### src/rtl/arm_cond_pkg.sv
// Shared ARM condition-code definitions.
//  - COND_* : the 16 encodings of instruction bits [31:28]
//  - FLAG_* : bit positions of N/Z/C/V within the 4-bit CPSR flag nibble
//  - cond_pass(): 1 when an instruction with the given cond field executes
//    under the given flags. Also intended for the ALU/branch unit.
package arm_cond_pkg;

    localparam logic [3:0] COND_EQ = 4'h0;
    localparam logic [3:0] COND_NE = 4'h1;
    localparam logic [3:0] COND_CS = 4'h2;
    localparam logic [3:0] COND_CC = 4'h3;
    localparam logic [3:0] COND_MI = 4'h4;
    localparam logic [3:0] COND_PL = 4'h5;
    localparam logic [3:0] COND_VS = 4'h6;
    localparam logic [3:0] COND_VC = 4'h7;
    localparam logic [3:0] COND_HI = 4'h8;
    localparam logic [3:0] COND_LS = 4'h9;
    localparam logic [3:0] COND_GE = 4'hA;
    localparam logic [3:0] COND_LT = 4'hB;
    localparam logic [3:0] COND_GT = 4'hC;
    localparam logic [3:0] COND_LE = 4'hD;
    localparam logic [3:0] COND_AL = 4'hE;
    localparam logic [3:0] COND_NV = 4'hF;

    localparam int FLAG_N = 3;
    localparam int FLAG_Z = 2;
    localparam int FLAG_C = 1;
    localparam int FLAG_V = 0;

    function automatic logic cond_pass(input logic [3:0] cond, input logic [3:0] flags);
        logic n, z, c, v, r;
        n = flags[FLAG_N];
        z = flags[FLAG_Z];
        c = flags[FLAG_C];
        v = flags[FLAG_V];
        case (cond)
            COND_EQ: r = z;
            COND_NE: r = !z;
            COND_CS: r = c;
            COND_CC: r = !c;
            COND_MI: r = n;
            COND_PL: r = !n;
            COND_VS: r = v;
            COND_VC: r = !v;
            COND_HI: r = c && !z;
            COND_LS: r = !c || z;
            COND_GE: r = (n == v);
            COND_LT: r = (n != v);
            COND_GT: r = !z && (n == v);
            COND_LE: r = z || (n != v);
            COND_AL: r = 1'b1;
            default: r = 1'b0;      // NV never executes
        endcase
        return r;
    endfunction

endpackage

### src/rtl/sync_fifo_ptr.sv
// Synchronous FIFO with wrap-bit pointers.
//  clk, rst_n      : clock, async active-low reset
//  push_i, wdata_i : write request / data (ignored when full)
//  pop_i           : remove head (ignored when empty)
//  flush_i         : discard all entries; overrides push and pop
//  rdata_o         : head storage word (no write-through bypass)
//  full_o, empty_o : occupancy status
module sync_fifo_ptr #(
    parameter int DATA_W = 32,
    parameter int DEPTH  = 4
) (
    input  logic              clk,
    input  logic              rst_n,
    input  logic              push_i,
    input  logic              pop_i,
    input  logic              flush_i,
    input  logic [DATA_W-1:0] wdata_i,
    output logic [DATA_W-1:0] rdata_o,
    output logic              full_o,
    output logic              empty_o
);
    localparam int AW = $clog2(DEPTH);

    logic [AW:0]                   wptr_q, wptr_d, rptr_q, rptr_d;
    logic [DEPTH-1:0][DATA_W-1:0]  mem_q;
    logic                          do_push, do_pop;

    assign full_o  = (wptr_q[AW] != rptr_q[AW]) && (wptr_q[AW-1:0] == rptr_q[AW-1:0]);
    assign empty_o = (wptr_q == rptr_q);
    assign rdata_o = mem_q[rptr_q[AW-1:0]];

    assign do_push = push_i && !full_o && !flush_i;
    assign do_pop  = pop_i && !empty_o && !flush_i;

    always_comb begin
        wptr_d = wptr_q;
        rptr_d = rptr_q;
        if (flush_i) begin
            wptr_d = '0;
            rptr_d = '0;
        end else begin
            if (do_push) wptr_d = wptr_q + 1'b1;
            if (do_pop)  rptr_d = rptr_q + 1'b1;
        end
    end

    always_ff @(posedge clk or negedge rst_n) begin
        if (!rst_n) begin
            wptr_q <= '0;
            rptr_q <= '0;
            mem_q  <= '0;   // head reads as zero out of reset
        end else begin
            wptr_q <= wptr_d;
            rptr_q <= rptr_d;
            if (do_push) mem_q[wptr_q[AW-1:0]] <= wdata_i;
        end
    end

endmodule

### src/rtl/cond_issue_queue.sv
// Condition-checking issue queue between fetch and decode.
// Buffers fetched instructions; the head is evaluated against CPSR flags.
// Passing heads are offered to decode (valid/ready); failing heads are
// dropped without a handshake and counted.
//  clk, rst_n                 : clock, async active-low reset
//  in_valid/in_ready/in_data  : fetch side (in_ready = !full)
//  flags, flags_valid         : CPSR {N,Z,C,V}; low valid stalls the head
//  out_valid/out_ready/out_data : decode side
//  flush                      : discard all queued entries
//  skip_pulse                 : registered 1-cycle pulse per dropped instr
//  issued_cnt, skipped_cnt    : saturating statistics counters
module cond_issue_queue
    import arm_cond_pkg::*;
#(
    parameter int DATA_W = 32,
    parameter int DEPTH  = 4,
    parameter int CNT_W  = 16
) (
    input  logic              clk,
    input  logic              rst_n,
    input  logic              in_valid,
    output logic              in_ready,
    input  logic [DATA_W-1:0] in_data,
    input  logic [3:0]        flags,
    input  logic              flags_valid,
    output logic              out_valid,
    input  logic              out_ready,
    output logic [DATA_W-1:0] out_data,
    input  logic              flush,
    output logic              skip_pulse,
    output logic [CNT_W-1:0]  issued_cnt,
    output logic [CNT_W-1:0]  skipped_cnt
);
    logic             full, empty, head_pass;
    logic             issue, drop, push;
    logic             skip_q;
    logic [CNT_W-1:0] issued_q, skipped_q;

    sync_fifo_ptr #(.DATA_W(DATA_W), .DEPTH(DEPTH)) u_fifo (
        .clk     (clk),
        .rst_n   (rst_n),
        .push_i  (push),
        .pop_i   (issue || drop),
        .flush_i (flush),
        .wdata_i (in_data),
        .rdata_o (out_data),
        .full_o  (full),
        .empty_o (empty)
    );

    assign head_pass = cond_pass(out_data[DATA_W-1 -: 4], flags);
    assign in_ready  = !full;
    assign out_valid = !empty && flags_valid && head_pass;

    // Flush suppresses every state change this cycle, including a handshake
    // decode may have seen; decode treats that as a withdrawal.
    assign push  = in_valid && in_ready && !flush;
    assign issue = out_valid && out_ready && !flush;
    assign drop  = !empty && flags_valid && !head_pass && !flush;

    always_ff @(posedge clk or negedge rst_n) begin
        if (!rst_n) begin
            skip_q    <= 1'b0;
            issued_q  <= '0;
            skipped_q <= '0;
        end else begin
            skip_q <= drop;
            if (issue && (issued_q != '1))  issued_q  <= issued_q + 1'b1;
            if (drop && (skipped_q != '1))  skipped_q <= skipped_q + 1'b1;
        end
    end

    assign skip_pulse  = skip_q;
    assign issued_cnt  = issued_q;
    assign skipped_cnt = skipped_q;

endmodule

### config.mk
export PLATFORM = sky130hd
export DESIGN_NAME = cond_issue_queue
export DESIGN_NICKNAME = d
export VERILOG_FILES = /design/src/rtl/arm_cond_pkg.sv /design/src/rtl/sync_fifo_ptr.sv /design/src/rtl/cond_issue_queue.sv
export SDC_FILE = /design/constraint.sdc
export NUM_CORES = 1
export LEC_CHECK = 0
export CORE_MARGIN = 2
export CORE_UTILIZATION = 45
export CTS_CLUSTER_SIZE = 8
export DETAILED_ROUTE_END_ITERATION = 10
export PLACE_DENSITY = 0.78
export SETUP_SLACK_MARGIN = 0.4
export SYNTH_ARGS = -nofsm -noshare
export SYNTH_HDL_FRONTEND = slang
export SYNTH_HIERARCHICAL = 1
export SYNTH_SLANG_ARGS = --single-unit
export TNS_END_PERCENT = 10
### constraint.sdc
create_clock -name clk -period 3.5 [get_ports clk]
set_input_delay 0.35 -clock clk [delete_from_list [all_inputs] [get_ports clk]]
set_output_delay 0.35 -clock clk [all_outputs]
set_load 0.02 [all_outputs]
Word level (Yosys, flattened, before mapping)
Cells that the tools add are included.

Multipliers: 0. Shifts and indexed selects: 0. Reductions and logical operators: 32. Bitwise logic cells: 0. Div/mod/pow operators: 0. $add $sub $neg: 4. Equal/unequal tests: 21. Mux-type cells: 10. Magnitude comparators: 3.

Operator list (number): 128-bit bitwise mux (1); 32-bit binary-select mux with 2-bit select (1); 32-bit demux with 2-bit select (1); 32-bit two-way mux (2); 16-bit by 1-bit adder with 16-bit output, second input constant (2); 16-bit inequality test, second input constant (2); 4-bit == test, second input constant (7); 1-bit logical AND (18); 4-bit by 3-bit == test with 1-bit output, second input constant (4); 1-bit one-hot mux with 15 select lines (1); 3-bit two-way mux (4); 4-bit by 2-bit == test with 1-bit output, second input constant (2); 1-bit logical NOT (8); 3-bit by 1-bit adder with 3-bit output, second input constant (2); 2-bit by 3-bit < comparator with 1-bit output, second input constant (2); 4-bit by 1-bit == test with 1-bit output, second input constant (1); 4-bit logical NOT (1); 2-bit nonzero test (2); 3-bit == test (1); 1-bit logical OR (3); 2-bit == test (1); 2-bit by 1-bit >= comparator with 1-bit output, second input constant (1); 1-bit inequality test (2); 1-bit == test (1).

Flip-flop bits (word level): 167. Output and inout port bits: 67. ROM bits: 0. Bits in latches: 0. Memories: 0. Memory bits (writable): 0. Word-level logic and storage cells: 79.

Depth between registers and ports, before layout
Gate-level depths: netlist of run 1.

Word-level depth: 12. Depth in mapped cells: 13. Depth with buffers taken out: 9.

Modules after synthesis
Netlist of run 1, hierarchy kept.

By module, submodules not included: sync_fifo_ptr (area each 6563.8 µm², instances 1, cells each 378, seq. area each 3353.2 µm²); cond_issue_queue (area each 1848.0 µm², instances 1, cells each 179, seq. area each 825.8 µm²).

Least setup slack after synthesis of run 1
Ideal clock, no wire load.

Path kind: flip-flop to flip-flop. From: register u_fifo.rptr_q[1]. To: register u_fifo.rptr_q[1]. Cell stages (with the launch flop): 14. Data required time: 3.359 ns. Path slack: 0.044 ns. Path buffers: 4. Clock period less this slack: 3.456 ns. Arrival: 3.315 ns. Path through: dfrtp_1 > clkbuf_1 > buf_1 > mux4_2 > buf_2 > nand2b_1 > o32a_1 > a311oi_2 > a221oi_2 > buf_2 > o21a_1 > and3_1 > a211oi_1 > a31oi_1.

Word-level cells in the longest chain between the ends: 11. Elaborated cells between the ends (all ways): 34. Those cells by class: add/sub: 1; eq/ne: 15; mux: 5; reduce/logical: 13.

RTL lines: from (decl) (RTL line sync_fifo_ptr.sv:24) `logic [AW:0] wptr_q, wptr_d, rptr_q, rptr_d;`; from (signal assigned) (RTL line sync_fifo_ptr.sv:54) `rptr_q <= rptr_d;`; 32-bit binary-select mux with 2-bit select * (RTL line sync_fifo_ptr.sv:30) `assign rdata_o = mem_q[rptr_q[AW-1:0]];`; 32-bit two-way mux (not written as such) * (RTL line sync_fifo_ptr.sv:30); named net out_data[28] (RTL line cond_issue_queue.sv:28) `output logic [DATA_W-1:0] out_data,`; 4-bit == test (tied with other cells) (RTL line arm_cond_pkg.sv:36) `case (cond)`; 1-bit one-hot mux with 15 select lines * (RTL line arm_cond_pkg.sv:36); 1-bit logical AND / 1-bit logical NOT (equally long branches) (RTL line cond_issue_queue.sv:53, cond_issue_queue.sv:59); 1-bit logical AND, on equally long branches (2 in a row) (RTL line cond_issue_queue.sv:58, cond_issue_queue.sv:59); 1-bit logical OR * (RTL line cond_issue_queue.sv:43) `.pop_i (issue || drop),`; 1-bit logical AND * (2 in a row) (RTL line sync_fifo_ptr.sv:33) `assign do_pop = pop_i && !empty_o && !flush_i;`; 2-bit nonzero test (no line) *.

The timed path passes the listed nets; every way through them passes the cells marked *. The select of a mux whose other input is x is not followed. A chain may end at the register's enable or synchronous reset.

Worst setup path after layout of run 1
From: register u_fifo.rptr_q[0]. To: output out_valid.

Word-level cells in the longest chain between the ends: 5. Elaborated cells between the ends (all ways): 22. Those cells by class: eq/ne: 15; mux: 3; reduce/logical: 4.

RTL lines: 32-bit binary-select mux with 2-bit select (RTL line sync_fifo_ptr.sv:30); 32-bit two-way mux (not written as such) (RTL line sync_fifo_ptr.sv:30); 4-bit == test (tied with other cells) (RTL line arm_cond_pkg.sv:36); 1-bit one-hot mux with 15 select lines (RTL line arm_cond_pkg.sv:36); 1-bit logical AND * (RTL line cond_issue_queue.sv:53) `assign out_valid = !empty && flags_valid && head_pass;`; to (decl) (RTL line cond_issue_queue.sv:26) `output logic out_valid,`.

Mark *: on every way between the ends. The rest lies on a longest branch, timed or not. The select of a mux whose other input is x is not followed.

==> flow_metrics.env, run 1 <==
export IMPL_ys_flop_type="dfrtp_1"
export IMPL_antenna_cells=0
export IMPL_grt_pass1_vias=5722
export IMPL_die_w_um=140.7
export IMPL_post_drt_wl_per_cell_um=20.33
export IMPL_crit_family="compound AO/OA/AOI/OAI gates"
export IMPL_dpl_hpwl_um=12460
export IMPL_status="completed"
export IMPL_cap_violations=0
export IMPL_yosysWarnings=6
export IMPL_grtUsageMet2_pct=33.58
export IMPL_synth_area_per_cell_sq_um=15.10
export IMPL_final_area_sq_um=10560
export IMPL_rr_endpoint="u_fifo/rptr_q[2]"
export IMPL_wl_um=18990
export IMPL_synth_edf_count=0
export IMPL_ys_seq_elements=167
export IMPL_die_y_um=140.7
export IMPL_fmax_mhz=320.4
export IMPL_reg2regPathDepth=13
export IMPL_crit_path_start="u_fifo/rptr_q[0]"
export IMPL_finalNonFillerCells=934
export IMPL_cts_root_buf="clkbuf_16"
export IMPL_synth_top_area_cell="dfrtp_1"
export IMPL_h_tree_depth=4
export IMPL_grtUsageMet3_pct=4.688
export IMPL_start_util_pct=45.43
export IMPL_viasPerCell=5.619
export IMPL_power_density_nw_per_um2=610.9
export IMPL_grt_first_pass_wirelength_um=30940
export IMPL_syn_num_nets=606
export IMPL_dieArea_sq_um=19800
export IMPL_port_buffers=108
export IMPL_fin_setup_tns_ns=0
export IMPL_slew_headroom_pct=32.24
export IMPL_min_period_ns=3.121
export IMPL_synth_seq_area_share_pct=49.68
export IMPL_clk_latency_ns=0.43
export IMPL_grt_busiest_layer="met2"
export IMPL_synth_top_cell_area_share_pct=49.68
export IMPL_max_stage_delay_ns=0.54
export IMPL_async_reset_ff_share_pct=100.0
export IMPL_final_core_util_pct=57.02
export IMPL_antenna_found_initial=0
export IMPL_syn_inst=557
export IMPL_grtUsageTotal_pct=20.01
export IMPL_clockBufferDepth=2
export IMPL_fp_row_count=50
export IMPL_cp_required_ns=3.15
export IMPL_rsz0062_at_grt="true"
export IMPL_synthToLayoutAreaGrowth_pct=25.52
export IMPL_critical_path_class="reg -> out"
export IMPL_min_period_over_period_pct=89.18
export IMPL_crit_arrival_ns=2.77
export IMPL_grt_overflow=0
export IMPL_rr_startpoint="u_fifo/rptr_q[0]"
export IMPL_drive_gt1_share_pct=37.00
export IMPL_reg2reg_slack_ns=0.40
export IMPL_leakagePower_uw=0.004508
export IMPL_cts_tree="done"
export IMPL_yosysMostFrequentCell="dfrtp_1"
export IMPL_synth_common_cells="dfrtp_1 (167), mux2_4 (92), mux2_2 (36)"
export IMPL_drt_iter0_markers=232
export IMPL_min_path_type="in -> async"
export IMPL_gp_congestion=0.8711
export IMPL_post_route_drc_count=0
export IMPL_startpoint_type="flip-flop"
export IMPL_syn_area_sq_um=8412
export IMPL_crit_buf_inv=3
export IMPL_hold_violations=0
export IMPL_dp_cells=887
export IMPL_synth_distinct_cells=52
export IMPL_clock_sinks=167
export IMPL_cp_slowest_cell="dfrtp_4"
export IMPL_route_antenna_remaining_nets=0
export IMPL_clk_pin_slew_ns=0.06
export IMPL_worst_clock_skew_ns=0.007903
export IMPL_finalNetCount=737
export IMPL_placed_area_sq_um=9722
export IMPL_end_kind="output pin"
export IMPL_num_vias=5248
export IMPL_tightestPinTransition_ns=1.016
export IMPL_synthTopCellsByArea="dfrtp_1 (50%), mux2_4 (16%), mux4_2 (8.6%)"
export IMPL_first_pass_iters=4
export IMPL_irDropWorstVdd_v=0.0003268
export IMPL_critPathMaxFanout=7
export IMPL_whs_ns=0.07355
export IMPL_cts_hold_buf=0
export IMPL_grt_max_degree=112
export IMPL_coreArea_sq_um=18520
export IMPL_cp_common_cell="buf_6"
export IMPL_globalRouteMet1Util_pct=25.70
export IMPL_cts_buffers=17
export IMPL_worstPathCellList="buf_12 -> mux4_2 -> buf_6 -> nor3b_1 -> a21oi_1 -> o211ai_1 -> a221oi_4 -> nor2_2 -> buf_6"
export IMPL_setup_viol=0
export IMPL_drv_slew=0
export IMPL_io_pins=109
## cell type report
type,instances,area [sq um]
multi-input cells,351,4056
repair buffers,143,1426
flip-flops and latches,167,4184
fillers,1403,7959
clock inverters,10,98.84
inverters,8,30.03
well taps,234,292.8
clock buffers,21,470.5
## worst max-delay path by stage
| stage | end | slack [ns] | depth (start not counted) |
|---|---|---|---|
| final | out_valid | 0.38 | 9 |
| after CTS | out_valid | 0.32 | 9 |
| after global placement | out_valid | 0.21 | 7 |
| after floorplan | u_fifo/rptr_q[1] | 0.37 | 13 |
| after global routing | out_valid | 0.30 | 9 |
| after detailed placement | out_valid | 0.14 | 7 |
## metrics by stage
stage | worst slack [ns] | power, uW
global route | 0.3031 | 6752
CTS | 0.3246 | 6416
global placement | 0.2144 | 4370
floorplan | 0.3737 | 3788
finish | 0.3788 | 6450
detailed placement | 0.1399 | 4470
## worst reg2reg max path, delay by kind of cell (launching register included)
family | cells | cell delay, ns
compound gates | 5 | 1.11
buf+inv | 4 | 0.57
flops | 1 | 0.54
mux | 1 | 0.47
simple gates | 3 | 0.32
## metal layers
layer | wire [um] | share of wire [%] | vias up
li1 | - | - | 2319
met1 | 8101 | 43 | 2778
met2 | 9859 | 52 | 133
met3 | 755 | 4.0 | 18
met4 | 275 | 1.4 | 0
met5 | 0 | 0 | -
## logic make-up after synthesis
family / count (synthesis) / share of synthesized area, %
AOI/OAI and AO/OA: 29 / 3.481
xor gates and xnor gates: 37 / 4.165
adders and majority gates: 7 / 1.041
buffers and inverters: 39 / 3.139
DFF: 167 / 49.68
muxes: 164 / 30.33
and+or+nand+nor: 114 / 8.166
## power by group
group | switching [uW] | internal, uW
Sequential | 235 | 2300
Combinational | 909 | 1210
Clock | 761 | 1030
## cell usage in the layout (no fill, tap or decap), types with 2 or more instances in the layout
master	count
nand4_1	16
nand2_1	18
o211ai_1	3
nand3_1	18
nor3_1	8
xor2_1	15
ha_1	7
nor3b_1	4
mux2_2	36
buf_12	4
xnor2_1	19
a31oi_1	4
and2_4	2
a22oi_1	2
and3_1	10
clkinvlp_4	5
inv_1	8
nand2b_1	2
a311oi_4	3
nor2_2	2
mux2_4	92
and2_1	2
o21ai_0	3
nor2_1	8
clkinv_4	3
nor2b_1	4
mux2_1	3
mux4_2	32
buf_6	8
nor4b_2	2
clkbuf_16	17
dfrtp_1	165
nor4_2	6
clkbuf_8	3
and4_1	2
buf_4	24
clkdlybuf4s50_1	106
## registers in the layout (all words and copies together), names as in the netlist
name / flops
u_fifo/mem_q: 128
issued_cnt: 16
skipped_cnt: 16
u_fifo/rptr_q: 3
u_fifo/wptr_q: 3
skip_pulse: 1
## repair_timing
| action | CTS | global route |
|---|---|---|
| resized for setup | 19 | 17 |
| buffers inserted | 10 | 6 |
| pin swaps | 5 | 9 |
| setup endpoints to repair | 7 | 142 |
| cloned | 0 | 0 |
(Power assumes the default switching activity.)
==> inputs of run 2 (changes only) <==
- CTS_CLUSTER_DIAMETER: not set -> 100
==> results of run 2 <==
No change in the layout: final DEF, timing and power equal those of run 1.
==> inputs of run 3 (changes only) <==
- PLACE_DENSITY: 0.78 -> 0.81
==> run 3 against run 2 <==
Power down 0.86%. Via count is 1.5% lower. Fmax shrank 0.81%. Setup slack lost 0.026 ns. Wire length fell by 1.7%. First-iteration DRC count is 3.4% lower. Sequential power barely moved. Critical endpoint unchanged. Largest cell class unchanged. Flip-flop and latch count unchanged.
==> flow_metrics.env, run 3 (synthesis results as in run 1) <==
export IMPL_num_vias=5170
export IMPL_tightestPinTransition_ns=0.8700
export IMPL_fillCellCount=1413
export IMPL_gp_congestion=0.7908
export IMPL_coreArea_sq_um=18520
export IMPL_dpl_hpwl_um=12160
export IMPL_critical_path_class="reg -> out"
export IMPL_clock_sinks=167
export IMPL_start_util_pct=45.43
export IMPL_status="completed"
export IMPL_crit_arrival_ns=2.80
export IMPL_worst_clock_skew_ns=0.006740
export IMPL_rsz0062_at_grt="true"
export IMPL_route_antenna_remaining_nets=0
export IMPL_min_period_over_period_pct=89.91
export IMPL_mostFrequentLayoutCell="dfrtp_1"
export IMPL_grt_first_pass_wirelength_um=31220
export IMPL_clk_latency_ns=0.42
export IMPL_h_tree_depth=4
export IMPL_largest_reg_flops=128
export IMPL_die_w_um=140.7
export IMPL_dpl_worst_slack_ns=0.2789
export IMPL_wl_um=18680
export IMPL_leakagePower_uw=0.004460
export IMPL_worstPathCellList="buf_4 -> mux4_2 -> and2_1 -> o32a_1 -> a311oi_2 -> a221oi_4 -> nor2_1 -> buf_2"
export IMPL_setup_viol=0
export IMPL_fin_setup_tns_ns=0
export IMPL_grt_pass1_vias=5725
export IMPL_dieArea_sq_um=19800
export IMPL_fp_row_count=50
export IMPL_max_stage_delay_ns=0.51
export IMPL_post_route_drc_count=0
export IMPL_synthToLayoutAreaGrowth_pct=23.95
export IMPL_layout_common_cells="dfrtp_1 (165), clkdlybuf4s50_1 (106), mux2_4 (92), mux2_2 (36), mux4_2 (32)"
export IMPL_irDropWorstVdd_v=0.0003267
export IMPL_viasPerCell=5.583
export IMPL_grtUsageTotal_pct=19.83
export IMPL_hold_violations=0
export IMPL_dp_cells=888
export IMPL_cp_required_ns=3.15
export IMPL_finalNonFillerCells=926
export IMPL_finalNetCount=730
export IMPL_die_y_um=140.7
export IMPL_min_period_ns=3.147
export IMPL_fmax_mhz=317.8
export IMPL_drive_gt1_share_pct=34.10
export IMPL_largest_register="u_fifo/mem_q"
export IMPL_io_pins=109
export IMPL_end_kind="output pin"
export IMPL_cts_tree="done"
export IMPL_clockBufferDepth=2
export IMPL_post_drt_wl_per_cell_um=20.17
export IMPL_first_pass_iters=4
export IMPL_min_path_type="in -> async"
export IMPL_port_buffers=108
export IMPL_grt_max_degree=95
export IMPL_antenna_cells=0
export IMPL_antenna_found_initial=0
export IMPL_drv_slew=0
export IMPL_cap_violations=0
export IMPL_cts_root_buf="clkbuf_16"
export IMPL_clk_pin_slew_ns=0.06
export IMPL_cp_slowest_cell="mux4_2"
export IMPL_slew_headroom_pct=41.58
export IMPL_power_density_nw_per_um2=613.3
export IMPL_reg2regPathDepth=10
export IMPL_startpoint_type="flip-flop"
export IMPL_drt_iter0_markers=224
export IMPL_setup_ws_ns=0.3532
export IMPL_grt_overflow=0
export IMPL_critPathMaxFanout=6
export IMPL_cts_buffers=17
-- run 3: cell types whose count changed in the layout (fill, tap and decap cells not counted), sizes merged --
cell | previous run | this run
bufinv | 1 | 3
clkinvlp | 5 | 2
clkbuf | 21 | 22
clkinv | 4 | 3
buf | 37 | 30
-- run 3: worst max-delay path, delay by kind of cell (launching register included) --
kind / cells / cell delay [ns]
simple gates: 2 / 0.36
buf+inv: 2 / 0.34
mux: 1 / 0.51
flops: 1 / 0.45
compound gates: 3 / 0.71
-- run 3: cell type report --
class | instances | area [sq um] | area share (%)
Multi-Input combinational cell | 351 | 3980 | 38.17
Clock buffer | 22 | 464.2 | 4.452
Tap cell | 234 | 292.8 | 2.808
Inverter | 8 | 30.03 | 0.2880
Clock inverter | 8 | 123.9 | 1.188
Timing Repair Buffer | 136 | 1354 | 12.98
Sequential cell | 167 | 4182 | 40.11
-- run 3: through the flow --
stage | power, uW | cell area [sq um] | hold WS, ns | utilization, %
3_3_place_gp | 4367 | 9779 | 0.4646 | 52.81
5_1_grt | 6710 | 10430 | 0.09589 | 56.30
4_1_cts | 6445 | 10420 | 0.04564 | 56.26
6_report | 6395 | 10430 | 0.0009578 | 56.30
2_1_floorplan | 3788 | 8447 | 0.05441 | -
3_5_place_dp | 4465 | 9779 | 0.4814 | 52.81
-- run 3: per-layer routing --
layer,track usage (%),share of wire [%],vias up
li1,-,-,2294
met1,26.14,44,2720
met2,33.27,51,138
met3,3.974,3.5,18
met4,6.263,1.6,0
met5,0,0,-
-- run 3: path summary, 6_finish.rpt --
kind,start,to,slack (ns)
worst min register to register,issued_cnt[14],issued_cnt[14],0.49
worst min-delay path,rst_n,u_fifo/mem_q[34],0.001
min in group clk,issued_cnt[14],issued_cnt[14],0.49
max in group asynchronous,rst_n,issued_cnt[1],2.56
worst max-delay path,u_fifo/rptr_q[0],out_valid,0.35
worst max register to register,u_fifo/rptr_q[0],issued_cnt[1],0.49
-- run 3: what timing repair did --
| action | 4_1_cts | 5_1_grt |
|---|---|---|
| pin swaps | 2 | 3 |
| setup buffers | 7 | 1 |
| hold buffers | 0 | 0 |
| endpoints found under the setup margin | 4 | 7 |
| resized for setup | 5 | 0 |
-- run 3: report_power, final --
part / switching [uW] / internal [uW] / leakage (uW) / total [uW]
registers: 233 / 2300 / 0.00218 / 2530
logic: 867 / 1100 / 0.00200 / 1970
clock network: 743 / 1150 / 0.000282 / 1890
total: 1840 / 4550 / 0.00446 / 6390
